[src/rtl/btn_mode_ctrl.sv]
`default_nettype none
// ============================================================================
// Module   : btn_mode_ctrl
// Purpose  : Button-driven waveform select and frequency index; optional
//            hold-to-repeat on the frequency buttons via BTN_AUTO_REPEAT_EN.
// Revision : 1.0
// ============================================================================
module btn_mode_ctrl #(
  parameter int HOLD_CYC   = 25000000,
  parameter int REPEAT_CYC = 5000000
) (
  input  logic       Fg_CLK,
  input  logic       RESETn,
  input  logic       iWaveBtn,
  input  logic       iUpBtn,
  input  logic       iDnBtn,
  output logic [1:0] oWaveSel,
  output logic [3:0] oFreqIdx,
  output logic       oUpdate
);

  localparam int         c_cntMax  = 33554431;
  localparam logic [3:0] c_freqTop = 4'd15;

  if (HOLD_CYC < 2 || HOLD_CYC > c_cntMax ||
      REPEAT_CYC < 2 || REPEAT_CYC > c_cntMax) begin : g_badParam
    $error("btn_mode_ctrl: HOLD_CYC/REPEAT_CYC outside 2..2^25-1");
  end

  // A button held through reset must be seen released before it can press.
  logic r_waveQ, r_upQ, r_dnQ;
  logic r_waveArm, r_upArm, r_dnArm;
  logic w_wavePress, w_upPress, w_dnPress;

  assign w_wavePress = iWaveBtn & ~r_waveQ & r_waveArm;
  assign w_upPress   = iUpBtn   & ~r_upQ   & r_upArm;
  assign w_dnPress   = iDnBtn   & ~r_dnQ   & r_dnArm;

  logic w_step;
  logic w_stepUp;

`ifdef BTN_AUTO_REPEAT_EN
  typedef enum logic [1:0] {
    S_IDLE   = 2'd0,
    S_HOLD   = 2'd1,
    S_REPEAT = 2'd2
  } state_t;

  localparam logic [24:0] c_holdLast   = 25'(HOLD_CYC - 1);
  localparam logic [24:0] c_repeatLast = 25'(REPEAT_CYC - 1);

  state_t      r_state, w_stateNxt;
  logic [24:0] r_cnt, w_cntNxt;
  logic        r_dirUp, w_dirUpNxt;
  logic        w_held;

  assign w_held = r_dirUp ? (iUpBtn & ~iDnBtn) : (iDnBtn & ~iUpBtn);

  always_comb begin
    w_stateNxt = r_state;
    w_cntNxt   = '0;
    w_dirUpNxt = r_dirUp;
    w_step     = 1'b0;
    w_stepUp   = r_dirUp;
    case (r_state)
      S_IDLE: begin
        if (w_upPress && !iDnBtn) begin
          w_step     = 1'b1;
          w_stepUp   = 1'b1;
          w_dirUpNxt = 1'b1;
          w_stateNxt = S_HOLD;
        end else if (w_dnPress && !iUpBtn) begin
          w_step     = 1'b1;
          w_stepUp   = 1'b0;
          w_dirUpNxt = 1'b0;
          w_stateNxt = S_HOLD;
        end
      end
      S_HOLD: begin
        if (!w_held) begin
          w_stateNxt = S_IDLE;
        end else if (r_cnt == c_holdLast) begin
          w_step     = 1'b1;
          w_stateNxt = S_REPEAT;
        end else begin
          w_cntNxt = r_cnt + 25'd1;
        end
      end
      S_REPEAT: begin
        if (!w_held) begin
          w_stateNxt = S_IDLE;
        end else if (r_cnt == c_repeatLast) begin
          w_step = 1'b1;
        end else begin
          w_cntNxt = r_cnt + 25'd1;
        end
      end
      default: w_stateNxt = S_IDLE;
    endcase
  end
`else
  always_comb begin
    w_step   = 1'b0;
    w_stepUp = 1'b0;
    if (w_upPress && !iDnBtn) begin
      w_step   = 1'b1;
      w_stepUp = 1'b1;
    end else if (w_dnPress && !iUpBtn) begin
      w_step = 1'b1;
    end
  end
`endif

  // Saturated steps leave the index untouched, so they raise no update.
  logic [3:0] w_freqNxt;
  logic [1:0] w_waveNxt;
  logic       w_change;

  always_comb begin
    w_freqNxt = oFreqIdx;
    if (w_step) begin
      if (w_stepUp && oFreqIdx != c_freqTop) begin
        w_freqNxt = oFreqIdx + 4'd1;
      end else if (!w_stepUp && oFreqIdx != 4'd0) begin
        w_freqNxt = oFreqIdx - 4'd1;
      end
    end
  end

  assign w_waveNxt = w_wavePress ? oWaveSel + 2'd1 : oWaveSel;
  assign w_change  = w_wavePress | (w_freqNxt != oFreqIdx);

  always_ff @(posedge Fg_CLK or negedge RESETn) begin
    if (!RESETn) begin
      r_waveQ   <= 1'b0;
      r_upQ     <= 1'b0;
      r_dnQ     <= 1'b0;
      r_waveArm <= 1'b0;
      r_upArm   <= 1'b0;
      r_dnArm   <= 1'b0;
      oWaveSel  <= 2'd0;
      oFreqIdx  <= 4'd0;
      oUpdate   <= 1'b0;
`ifdef BTN_AUTO_REPEAT_EN
      r_state   <= S_IDLE;
      r_cnt     <= '0;
      r_dirUp   <= 1'b0;
`endif
    end else begin
      r_waveQ   <= iWaveBtn;
      r_upQ     <= iUpBtn;
      r_dnQ     <= iDnBtn;
      r_waveArm <= r_waveArm | ~iWaveBtn;
      r_upArm   <= r_upArm   | ~iUpBtn;
      r_dnArm   <= r_dnArm   | ~iDnBtn;
      oWaveSel  <= w_waveNxt;
      oFreqIdx  <= w_freqNxt;
      oUpdate   <= w_change;
`ifdef BTN_AUTO_REPEAT_EN
      r_state   <= w_stateNxt;
      r_cnt     <= w_cntNxt;
      r_dirUp   <= w_dirUpNxt;
`endif
    end
  end

endmodule
`default_nettype wire

[config.mk]
export PLATFORM = sky130hd
export DESIGN_NAME = btn_mode_ctrl
export DESIGN_NICKNAME = d
export VERILOG_FILES = /design/src/rtl/btn_mode_ctrl.sv
export SDC_FILE = /design/constraint.sdc
export NUM_CORES = 1
export LEC_CHECK = 0
export BUFFER_PORTS_ARGS = -buffer_cell sky130_fd_sc_hd__buf_2
export CAP_MARGIN = 25
export CELL_PAD_IN_SITES_DETAIL_PLACEMENT = 0
export CELL_PAD_IN_SITES_GLOBAL_PLACEMENT = 2
export CORE_MARGIN = 5
export CORE_UTILIZATION = 35
export CTS_CLUSTER_SIZE = 16
export DETAILED_ROUTE_END_ITERATION = 7
export PLACE_DENSITY = 0.82
export SLEW_MARGIN = 20
export SYNTH_ARGS = -nofsm -noshare
export SYNTH_HDL_FRONTEND = slang
export SYNTH_SLANG_ARGS = --single-unit
[constraint.sdc]
create_clock -name Fg_CLK -period 2.2 [get_ports Fg_CLK]
set_input_delay 0.11 -clock Fg_CLK [delete_from_list [all_inputs] [get_ports Fg_CLK]]
set_output_delay 0.11 -clock Fg_CLK [all_outputs]
set_load 0.01 [all_outputs]
## Word-level counts from Yosys, hierarchy flattened

Index checks and enable logic that the tools add are counted.

- Register bits after elaboration: 13
- Latch bits: 0
- RAM bits: 0
- ROM bits: 0
- Logic and storage cells: 44
- Memories kept: 0

- $add $sub $neg: 3
- Multipliers: 0
- Div/mod/pow operators: 0
- $lt $le $gt $ge: 0
- Equality and inequality tests: 2
- Shift operators: 0
- Muxes and demuxes: 6
- Bitwise logic cells: 16
- Reductions and logical operators: 8

Operators with widths:

| cell | count |
|---|---|
| $mux 4 | 3 |
| $and 1x1->1 | 6 |
| $not 1->1 | 6 |
| $add 4x1->4 const B | 1 |
| $logic_and 1x1->1 | 4 |
| $ne 4x4->1 | 1 |
| $ne 4x4->1 const B | 1 |
| $or 1x1->1 | 4 |
| $reduce_bool 4->1 | 1 |
| $sub 4x1->4 const B | 1 |
| $logic_not 1->1 | 3 |
| $mux 1 | 3 |
| $add 2x1->2 const B | 1 |

## Logic depth before layout (Yosys ltp)

- Word-level depth: 12
- Gate-level depth with buffers: 5

## Least setup slack after synthesis

Ideal clock, no wire load.

- Path kind: reg-to-reg
- Start: reg oFreqIdx[0]
- End: reg oFreqIdx[1]
- Setup time: 0.124 ns
- Arrival time: 1.301 ns
- Path slack: 0.775 ns
- Stages on the path, launching flop included: 5
- Buffers on the path: 0
- Cells stage by stage: dfrtp_1 > ha_1 > a31oi_2 > o21ai_1 > a211o_1

- Longest elaborated chain between the ends: 5

RTL lines:

| what | line | source |
|---|---|---|
| start: declaration | 18 | `output logic [3:0] oFreqIdx,` |
| start signal: assignment | 157 | `oFreqIdx <= w_freqNxt;` |
| branches (longest 3 deep; another with $sub 4x1->4) | -- |  |
| $mux 4 (*) | 122 | `if (w_stepUp && oFreqIdx != c_freqTop) begin` |
| $mux 4 (*) | 121 | `if (w_step) begin` |
| net w_freqNxt[1] | 115 | `logic [3:0] w_freqNxt;` |

Mark *: on every way through the listed nets, which the timed path passes.
A chain may end at the register's enable or synchronous reset.

## Worst setup path after layout

- Start: in iDnBtn
- End: reg oFreqIdx[1]

- Longest elaborated chain between the ends: 8

RTL lines:

| what | line | source |
|---|---|---|
| start: declaration | 16 | `input logic iDnBtn,` |
| $logic_not 1->1 | 105 | `if (w_upPress && !iDnBtn) begin` |
| $logic_and 1x1->1 | 105 |  |
| $mux 1 | 105 |  |
| $logic_not 1->1 | 124 | `end else if (!w_stepUp && oFreqIdx != 4'd0) begin` |
| $logic_and 1x1->1 | 124 |  |
| $mux 4 | 124 |  |
| $mux 4 | 122 |  |
| $mux 4 (*) | 121 |  |
| net w_freqNxt[1] | 115 |  |

The timed path passes the listed nets; every way through them passes the cells marked *.

==> results.txt <==
Row count - 15
Max-slew headroom - 0.791
Avg Cell Area, Syn - 11.3 µm²
Crit. Startpoint - iDnBtn
FF-to-FF setup slack - 0.71 ns
Part of the cycle the worst path needs - 0.717
Core area - 1710 µm²
Min-delay worst type - primary input to asynchronous set/reset pin
R2r endpoint - oFreqIdx[1]$_DFF_PN0_
Post CTS Setup Buffer Count - 0
Arrival time at the worst endpoint - 1.74 ns
Worst Clk Skew - 0.000838 ns
Die area - 2720 µm²
Clock sink count - 13
IO Port Bufs - 11
Crit path cell chain - dlygate4sd3_1, buf_2, nand4bb_1, a31oi_2, o21ai_1, a211o_1
Commonest non-fill, non-tap cell in the layout - dfrtp_1
Vias - 471
Crit path max-delay cell type - dlygate4sd3_1
Filler Cell Count - 177
Initial DRC Count - 3
Fmax - 634 MHz
Total CTS buffers - 3
Share of layout cells above drive strength 1 - 0.260
Initial Util - 0.364
Root Buffer - clkbuf_4
H-tree levels - 1
Most frequent cells in the layout - dfrtp_1 (13), buf_2 (11), inv_1 (4), xnor2_1 (4), dlygate4sd3_1 (4)
Largest net degree at the start of global routing - 14
CP bufs+invs - 2
Top Ports - 12
Critical path class - primary input to register
Clock slew at reported path FFs - 0.08 ns
Layout Nets - 81
Startpoint Class - primary input
Antenna Nets Post-Route - 0
Total power - 791 µW
CP delay by family, top - buffers and inverters
RR Startpoint - oFreqIdx[0]$_DFF_PN0_
Vias in the first global route - 459
Die height - 52.2 µm
DRC viols - 0
Min Tclk post-route - 1.58 ns
Gate Count Post-Synth - 55
Diode count - 0
First-pass GRT wire length - 1900 µm
CP required - 2.36 ns
Post-synth net total - 62
Critical-path maximum fanout - 6
Synth cell types - 26
Unrepaired setup endpoints after global routing - false
Worst-Skew Late Latency - 0.27 ns
Synth Warn # - 0
Peak per-stage delay on the critical path - 0.53 ns
Maxcap violations - 0
# resized after CTS - 0
Synth Cell Area - 622 µm²
WL/cell - 11.3 µm
Area Growth Syn to Fin - 23.9%
Initial antenna violation count - 0
Worst setup EP type - register
CTS tree - yes
Final hold violations - 0
Hpwl dp - 850 µm
Levels on crit path - 6
VDD IR max - 403 µV
DR vias/cell - 4.81
GRT overflow - 0
CP Capture Point - oFreqIdx[1]$_DFF_PN0_
Leak - 0.000323 µW
All-Layer GR Usage - 0.0980
First-pass DRT Iterations - 4
Die X - 52.2 µm
Slew Limit Fails - 0
CTS max path bufs - 2
Setup TNS - 0 ns
Worst-margin pin slew - 0.314 ns
Gpl congestion - 0.691
R2R depth - 4
Final wirelength - 1110 µm
Synth Register Bits - 13
Post-synthesis sequential area ratio - 0.523
Status - finished, final reports clean
Hold buffer count at CTS - 3
# setup viols final - 0
Pwr per Cell Area - 1030 nW/µm²
[sequential cells by signal (all words and copies together), names as in the netlist]
signal     flops
r_dnQ          1
oFreqIdx       4
r_upArm        1
r_upQ          1
r_waveQ        1
r_waveArm      1
r_dnArm        1
oWaveSel       2
oUpdate        1
[how the worst min path moves through the flow]
stage / startpoint / end / slack [ns] / cells after the start
after global placement: RESETn / r_upArm$_DFF_PN0_ / 0.01 / 1
after CTS: iDnBtn / r_dnQ$_DFF_PN0_ / 0.002 / 1
final: RESETn / r_upArm$_DFF_PN0_ / 0.25 / 2
after floorplan: RESETn / oFreqIdx[0]$_DFF_PN0_ / -0.19 / 0
after detailed placement: RESETn / r_upArm$_DFF_PN0_ / 0.008 / 1
after global routing: RESETn / r_upArm$_DFF_PN0_ / 0.27 / 2
[cell usage after synthesis, drive strengths merged]
cell type	instances	area, µm²
inv	4	15.0
nor2	1	3.75
ha	2	25.0
o2bb2ai	1	8.76
a211o	1	8.76
dfrtp	13	325
a21oi	2	10.0
nand4b	1	8.76
a21o	1	8.76
nand3	2	10.0
clkbuf	1	5.00
nor3b	2	15.0
o21ai	5	25.0
nand4bb	1	11.3
a311oi	1	8.76
and4bb	1	16.3
o221ai	1	8.76
nor4	1	6.26
or2	1	6.26
a222oi	1	10.0
nand3b	1	7.51
a31oi	1	12.5
nand2b	3	18.8
xnor2	4	35.0
nand2	3	11.3
[power breakdown]
group / total (µW) / switching (µW) / internal (µW) / leakage [µW]
clock: 141 / 74.1 / 67.3 / 0.0000177
combinational: 287 / 146 / 141 / 0.000160
sequential: 362 / 68.7 / 294 / 0.000145
total: 791 / 289 / 502 / 0.000323
[stage by stage]
stage / hold slack (ns) / worst slack, ns / cell area (µm²) / cells / utilization
after floorplan: -0.186 / 0.775 / 622 / 55 / -
after global placement: 0.00980 / 0.743 / 703 / 90 / 0.412
after detailed placement: 0.00768 / 0.720 / 703 / 90 / 0.412
after CTS: 0.00209 / 0.709 / 761 / 97 / 0.445
after global routing: 0.267 / 0.521 / 771 / 98 / 0.451
final: 0.251 / 0.623 / 771 / 98 / 0.451
[routing by layer]
| layer | part of all wire | global-route usage |
|---|---|---|
| met5 | 0 | 0 |
| met4 | 0.020 | 0.0383 |
| met3 | 0.060 | 0.0544 |
| met2 | 0.47 | 0.151 |
| met1 | 0.45 | 0.113 |
[logic make-up after synthesis]
group / synth area share
fa+ha+maj: 0.0402
simple gates: 0.185
flops: 0.523
compound gates: 0.163
buf+inv: 0.0322
xor+xnor: 0.0563
[layout make-up]
cell class | count | area [µm²] | area share
sequential | 13 | 325 | 0.422
multi-input combinational | 37 | 277 | 0.359
timing repair buffer | 15 | 95.1 | 0.123
tap | 25 | 31.3 | 0.0406
clock buffer | 3 | 22.5 | 0.0292
clock inverter | 1 | 5.00 | 0.00649
inverter | 4 | 15.0 | 0.0195
Power figures use the tool's default switching activity.
